[config.mk]
export PLATFORM = sky130hd
export DESIGN_NAME = uart_tx_word
export DESIGN_NICKNAME = d
export VERILOG_FILES = /design/src/rtl/uart_tx_word.sv
export SDC_FILE = /design/constraint.sdc
export NUM_CORES = 1
export LEC_CHECK = 0
export BUFFER_PORTS_ARGS = -buffer_cell sky130_fd_sc_hd__buf_4
export CAP_MARGIN = 15
export CORE_UTILIZATION = 58
export DETAILED_ROUTE_END_ITERATION = 12
export GPL_TIMING_DRIVEN = 0
export PLACE_DENSITY = 0.77
export SYNTH_ARGS = -nofsm -noshare
export SYNTH_HDL_FRONTEND = slang
export SYNTH_SLANG_ARGS = --single-unit
export TNS_END_PERCENT = 10
[constraint.sdc]
create_clock -name clk -period 2.49 [get_ports clk]
set_clock_uncertainty 0.15 [all_clocks]
set_input_delay 0.249 -clock clk [delete_from_list [all_inputs] [get_ports clk]]
set_output_delay 0.249 -clock clk [all_outputs]
set_load 0.005 [all_outputs]
[src/rtl/uart_tx_word.sv]
// uart_tx_word: sends a 16-bit word as two UART frames, high byte first, with its own baud generator
module uart_tx_word #(
  parameter int CLK_FREQ  = 50_000_000,
  parameter int BAUD      = 9600,
  parameter int PARITY    = 0,
  parameter int STOP_BITS = 1
) (
  input  logic        clk,
  input  logic        rst,
  input  logic        start,
  input  logic [15:0] word,
  output logic        txd,
  output logic        busy,
  output logic        done
);
  localparam int BAUD_DIV = CLK_FREQ / BAUD;
  localparam int BW = BAUD_DIV > 2 ? $clog2(BAUD_DIV) : 1;
  localparam logic [BW-1:0] LAST = BW'(BAUD_DIV - 1);
  localparam bit PAR_EN = PARITY == 1 || PARITY == 2;
  localparam bit PAR_ODD = PARITY == 1;

  if (BAUD_DIV < 2) begin : g_bad_div
    $error("uart_tx_word: BAUD_DIV must be at least 2");
  end

  typedef enum logic [2:0] {IDLE, START, DATA, PAR, STOP} state_t;

  state_t        state_q, state_d;
  logic [BW-1:0] baud_q, baud_d;
  logic [2:0]    bit_q, bit_d;
  logic          stop_q, stop_d;
  logic          sel_q, sel_d;
  logic [15:0]   word_q, word_d;
  logic          txd_q, txd_d;
  logic          busy_q, busy_d;
  logic          done_q, done_d;
  logic [7:0]    cur;
  logic          tick;

  // Next-state and next-output logic; the line level is decided one bit ahead so txd is a flop
  always_comb begin
    state_d = state_q;
    baud_d  = baud_q;
    bit_d   = bit_q;
    stop_d  = stop_q;
    sel_d   = sel_q;
    word_d  = word_q;
    txd_d   = txd_q;
    busy_d  = busy_q;
    done_d  = 1'b0;
    cur     = sel_q ? word_q[7:0] : word_q[15:8];
    tick    = baud_q == LAST;
    if (state_q != IDLE) baud_d = tick ? '0 : baud_q + 1'b1;
    unique case (state_q)
      IDLE: if (start) begin
        state_d = START;
        word_d  = word;
        sel_d   = 1'b0;
        baud_d  = '0;
        busy_d  = 1'b1;
        txd_d   = 1'b0;
      end
      START: if (tick) begin
        state_d = DATA;
        bit_d   = '0;
        txd_d   = cur[0];
      end
      DATA: if (tick) begin
        if (bit_q == 3'd7) begin
          state_d = PAR_EN ? PAR : STOP;
          txd_d   = PAR_EN ? (^cur ^ PAR_ODD) : 1'b1;
          stop_d  = 1'b0;
        end else begin
          bit_d = bit_q + 1'b1;
          txd_d = cur[bit_q + 3'd1];
        end
      end
      PAR: if (tick) begin
        state_d = STOP;
        txd_d   = 1'b1;
        stop_d  = 1'b0;
      end
      STOP: if (tick) begin
        if (STOP_BITS == 2 && !stop_q) stop_d = 1'b1;
        else if (!sel_q) begin
          sel_d   = 1'b1;
          state_d = START;
          txd_d   = 1'b0;
        end else begin
          state_d = IDLE;
          busy_d  = 1'b0;
          done_d  = 1'b1;
          txd_d   = 1'b1;
        end
      end
      default: state_d = IDLE;
    endcase
  end

  // State and output registers; reset aborts any frame in progress and idles the line
  always_ff @(posedge clk or negedge rst) begin
    if (!rst) begin
      state_q <= IDLE;
      baud_q  <= '0;
      bit_q   <= '0;
      stop_q  <= 1'b0;
      sel_q   <= 1'b0;
      word_q  <= '0;
      txd_q   <= 1'b1;
      busy_q  <= 1'b0;
      done_q  <= 1'b0;
    end else begin
      state_q <= state_d;
      baud_q  <= baud_d;
      bit_q   <= bit_d;
      stop_q  <= stop_d;
      sel_q   <= sel_d;
      word_q  <= word_d;
      txd_q   <= txd_d;
      busy_q  <= busy_d;
      done_q  <= done_d;
    end
  end

  assign txd  = txd_q;
  assign busy = busy_q;
  assign done = done_q;
endmodule

### Yosys cells after proc, flatten, opt, wreduce, memory -nomap -nowiden

Index checks and enable logic that the tools add are counted.

| word-level totals | value |
|---|---|
| register bits after elaboration | 39 |
| input bits | 19 |
| output and inout bits | 3 |

| cells by class | value |
|---|---|
| $add $sub $neg | 2 |
| order comparisons | 1 |
| equal/unequal tests | 14 |
| muxes and demuxes | 34 |
| reductions and logical operators | 11 |

Operators with widths:

| kind | number |
|---|---|
| $mux 13 | 4 |
| $mux 3 | 9 |
| $ne 2x2->1 const B | 8 |
| $pmux 3 s5 | 1 |
| $mux 1 | 14 |
| $add 13x1->13 const B | 1 |
| $eq 13x13->1 const B | 1 |
| $reduce_and 6->1 | 2 |
| $mux 8 | 1 |
| $reduce_and 4->1 | 2 |
| $eq 3x2->1 const B | 2 |
| $eq 3x3->1 const B | 2 |
| $pmux 3 s2 | 1 |
| $pmux 1 s5 | 1 |
| $reduce_bool 5->1 | 1 |
| $lt 3x4->1 const B | 1 |
| $pmux 1 s2 | 2 |
| $reduce_bool 2->1 | 2 |
| $add 3x1->3 const B | 1 |
| $bmux 1 s3 | 1 |
| $eq 3x1->1 const B | 1 |
| $logic_not 3->1 | 1 |
| $reduce_and 3->1 | 1 |
| $reduce_bool 3->1 | 1 |
| $reduce_and 2->1 | 1 |

### Logic depth before layout (Yosys ltp)

| depth | value |
|---|---|
| word-level depth | 6 |
| depth in mapped cells | 6 |
| depth with buffers taken out | 6 |

### Worst setup path before layout

Ideal clock, no wire load.

| timing path | value |
|---|---|
| path type | register -> register |
| from | register state_q[1] |
| to | register word_q[10] |
| setup time | 0.128 ns |
| arrival time | 1.757 ns |
| required time | 2.212 ns |
| path slack | 0.456 ns |
| cell stages (with the launch flop) | 6 |
| buffers on the path | 2 |
| clock period less this slack | 2.034 ns |
| cell sequence | dfrtp_1 nor3_1 and2_1 clkbuf_1 buf_2 mux2_1 |

| between the ends | value |
|---|---|
| word-level cells in the longest chain between the ends | 2 |

RTL lines:

| what | line | RTL |
|---|---|---|
| start: declaration | 28 | `state_t state_q, state_d;` |
| start signal: assignment | 113 | `state_q <= state_d;` |
| $logic_not 3->1 | 54 | `unique case (state_q)` |
| $reduce_and 2->1 (no line) | -- |  |
| end signal: assignment | 118 | `word_q <= word_d;` |
| end: declaration | 33 | `logic [15:0] word_q, word_d;` |

No other way between the ends.
A chain may end at the register's enable or synchronous reset.

### Final worst setup path

| timing path | value |
|---|---|
| from | register baud_q[0] |
| to | register baud_q[12] |

| between the ends | value |
|---|---|
| word-level cells in the longest chain between the ends | 5 |
| elaborated cells on any way between the ends | 6 |
| those cells by class | 1 x add/sub; 1 x eq/ne; 4 x mux |

RTL lines:

| what | line | RTL |
|---|---|---|
| start: declaration | 29 | `logic [BW-1:0] baud_q, baud_d;` |
| start signal: assignment | 114 | `baud_q <= baud_d;` |
| $add 13x1->13 or $eq 13x13->1 (tied branches) | 53, 52 |  |
| $mux 13 (*) (2 in a row) | 53 | `if (state_q != IDLE) baud_d = tick ? '0 : baud_q + 1'b1;` |
| $mux 13 | 55 | `IDLE: if (start) begin` |
| $mux 13 (*) | 54 |  |
| net baud_d[12] | 29 |  |

The timed path passes the listed nets; every way through them passes the cells marked *.

==> out/qor_table.md <==
| Metric | This run | Unit |
|:---|:---|:---|
| Post-layout net count | 260 | - |
| Critical R2R Launch | baud_q[0]$_DFF_PN0_ | - |
| Pwr per Cell Area | 402 | nW/um2 |
| Run status | finished clean | - |
| Antenna violations before repair | 0 | - |
| Critical register-to-register path endpoint | baud_q[12]$_DFF_PN0_ | - |
| Clock buffer count from CTS | 5 | - |
| Buffer count from post-CTS setup fixing | 0 | - |
| Die boundary height | 62.1 | um |
| Final-layout worst hold slack | 79.4 | ps |
| CP required | 2600 | ps |
| Total half-perimeter wirelength after legalization and detailed placement | 3130 | um |
| Logic depth of the worst register-to-register path | 6 | - |
| Start point of the critical path | baud_q[0]$_DFF_PN0_ | - |
| Latest clock arrival within the worst-skew pair | 360 | ps |
| Type of the worst setup path | reg2reg | - |
| Post-synthesis compound-gate area fraction | 10.4 | % |
| Die outline area | 3860 | um2 |
| Startpoint of the lowest-slack hold path | start | - |
| Filler cell count in the final layout | 228 | - |
| Width of the chip | 62.1 | um |
| Maximum root-to-sink buffer count | 2 | - |
| Max Fclk | 431 | MHz |
| Adder and majority cell fraction of the synthesized area | 1.79 | % |
| Clock-pin slew of the registers on the worst-case setup and hold paths | 120 | ps |
| PortBufs | 21 | - |
| Portion of synthesized cell area occupied by the leading cell type | 45.4 | % |
| Setup slack of the most critical reg-to-reg path | 170 | ps |
| Yosys cell types | 49 | - |
| Arrival time of the worst setup path | 2430 | ps |
| Rel. slew slack | 61.6 | % |
| Via density per instance | 5.86 | - |
| Detailed-route wire length per cell | 16.2 | um |
| Post-Synthesis Cells | 193 | - |
| Number of global-route vias before repair | 1723 | - |
| Combinational family with the most area after synthesis | multiplexers | - |
| Maxcap violations | 0 | - |
| Ant. Diodes | 0 | - |
| Layout area overhead | 21.5 | % |
| Maximum number of pins on one net before global-route repair | 40 | - |
| Mux share of post-synthesis cell area | 19.2 | % |
| Pleak | 1.18 | nW |
| Total grt overflow | 0 | - |
| # H-tree levels | 2 | - |
| Number of hold-slack violations in the final timing report | 0 | - |
| Time the final worst path needs with I/O delays and setup | 2320 | ps |
| Startpoint kind of the worst setup timing path | register | - |
| Summed negative setup slack over all endpoints | 0 | ps |
| Number of routed nets with antenna violations | 0 | - |
| Critical path fanouts, max | 10 | - |
| Post-synthesis cell area | 2100 | um2 |
| Setup violation total in the final timing report | 0 | - |
| Max Slew Vio Count | 0 | - |
| Clock root buffer master | clkbuf_4 | - |
| Most frequently used flop master after synthesis | dfrtp_1 | - |
| Number of enable flip-flop cells after synthesis | 0 | - |
| Remaining DRCs | 0 | - |
| Total routed wirelength | 4630 | um |
| Starting DRC count in detailed routing | 116 | - |
| Post-synthesis async set-or-reset flop share | 100 | % |
| Unrepaired setup endpoints after global routing | no | - |
| Via count | 1669 | - |
| Core region area | 3390 | um2 |
| Most common cell in the synthesized netlist | dfrtp_1 | - |
| Max IR drop VDD | 0.384 | mV |
| Wire length of the first global-routing pass | 7990 | um |
| Post-Synth XOR/XNOR Area | 0 | % |
| Area fraction in and, or, nand and nor cells after synthesis | 19.1 | % |
| Cell types with the highest counts after synthesis | dfrtp_1, mux2_1, nand2_1, a21oi_1, mux2i_1 | - |
| Starting density of the core | 61.8 | % |
| FP Rows | 21 | - |
| Number of nets in the synthesized netlist | 215 | - |
| Count of synthesis-stage warnings from yosys | 0 | - |
| Endpoint type of the worst setup path | register | - |
| Worst Hold Endpoint | busy$_DFFE_PN0P_ | - |
| Portion of the clock cycle consumed by the worst path in the final layout | 93.1 | % |
| Number of sinks driven by the clock tree | 39 | - |
| #FFs+latches synth | 39 | - |
| Sequential area share after synthesis | 46.6 | % |
| Count of TritonRoute iterations in the first routing pass | 4 | - |
| Slew at the pin with the worst max-slew slack | 571 | ps |
| Type of the tightest min-delay check | in2reg | - |
| Synthesized area divided by synthesized cell count | 10.9 | um2 |
| Cell type with the largest total area after synthesis | dfrtp_1 | - |
| Cell depth of the worst min-delay path | 3 | - |
| Leading cell types by total area after synthesis | dfrtp_1, mux2_1, mux2i_1 | - |
| GRT Util Overall | 26.5 | % |
| Share of cells above drive strength 1 | 20.1 | % |
| TritonCTS clock tree | done | - |
| Top Ports | 22 | - |
| Weighted congestion reported at the end of routability-driven placement | 0.831 | - |
-- what timing repair did --
item,in CTS,in global routing
endpoints found under the hold margin,54,0
gates resized for setup,0,2
setup endpoints to repair,0,20
hold buffers,17,0
-- kinds of logic after synthesis --
group | Yosys count
muxes | 34
AOI/OAI and AO/OA | 34
adders and majority gates | 3
buffers and inverters | 15
and+or+nand+nor | 68
DFF | 39
-- sequential cells by signal (all words and copies together), names as in the netlist --
signal   flops
state_q      3
done         1
word_q      16
baud_q      13
sel_q        1
busy         1
txd          1
bit_q        3
-- cells in the final DEF (no fill, tap or decap), drive strengths merged, types with 5 or more instances in the layout --
master / count
buf: 24
a21oi: 15
mux2i: 12
nand3: 8
clkbuf: 14
dfrtp: 38
nor2: 8
nand2: 17
and2: 5
dlygate4sd3: 17
mux2: 19
-- area by class of cell --
cell class	instances	area, um2	area share [%]
clock buffer	6	41.3	1.62
timing repair buffer	38	328	12.9
sequential	39	977	38.4
inverter	4	15.0	0.590
multi-input combinational	139	1070	42.0
tap	46	57.6	2.26
buffer	11	45.0	1.77
clock inverter	2	12.5	0.491
-- critical path: stages, from the launching register on --
cell and delay (ps):
dfrtp_1 430, ha_1 270, and4b_2 250, a31oi_1 390, clkbuf_1 420, o211ai_1 160, o211ai_1 150
-- worst max-delay path by stage --
stage	slack, ps	end	depth (start not counted)
2_1_floorplan	460	word_q[10]$_DFFE_PN0P_	5
3_3_place_gp	120	word_q[6]$_DFFE_PN0P_	5
3_5_place_dp	90	word_q[13]$_DFFE_PN0P_	5
4_1_cts	70	word_q[13]$_DFFE_PN0P_	5
5_1_grt	20	baud_q[12]$_DFF_PN0_	6
6_report	170	baud_q[12]$_DFF_PN0_	6
-- layer usage --
| layer | global-route usage, % | vias to the layer above | part of all wire (%) |
|---|---|---|---|
| li1 | - | 797 | - |
| met1 | 32.9 | 813 | 43 |
| met2 | 46.3 | 48 | 51 |
| met3 | 5.70 | 11 | 4.1 |
| met4 | 8.14 | 0 | 1.8 |
| met5 | 0 | - | 0 |
-- metrics by stage --
stage | setup WS (ps) | cells | util, % | instance area (um2) | power (mW)
5_1_grt | 23.2 | 285 | 75.1 | 2550 | 1.06
2_1_floorplan | 456 | 193 | - | 2100 | 0.652
3_5_place_dp | 87.1 | 260 | 68.2 | 2310 | 0.688
4_1_cts | 69.1 | 285 | 74.8 | 2530 | 1.03
6_report | 172 | 285 | 75.1 | 2550 | 1.02
3_3_place_gp | 119 | 260 | 68.2 | 2310 | 0.686
-- power breakdown --
group / internal [mW] / leakage, nW / total [mW] / switching [mW]
Clock: 0.109 / 0.0282 / 0.324 / 0.215
Combinational: 0.0375 / 0.647 / 0.0613 / 0.0238
Sequential: 0.635 / 0.507 / 0.637 / 0.00206
Total: 0.781 / 1.18 / 1.02 / 0.241
Power figures use the tool's default switching activity.
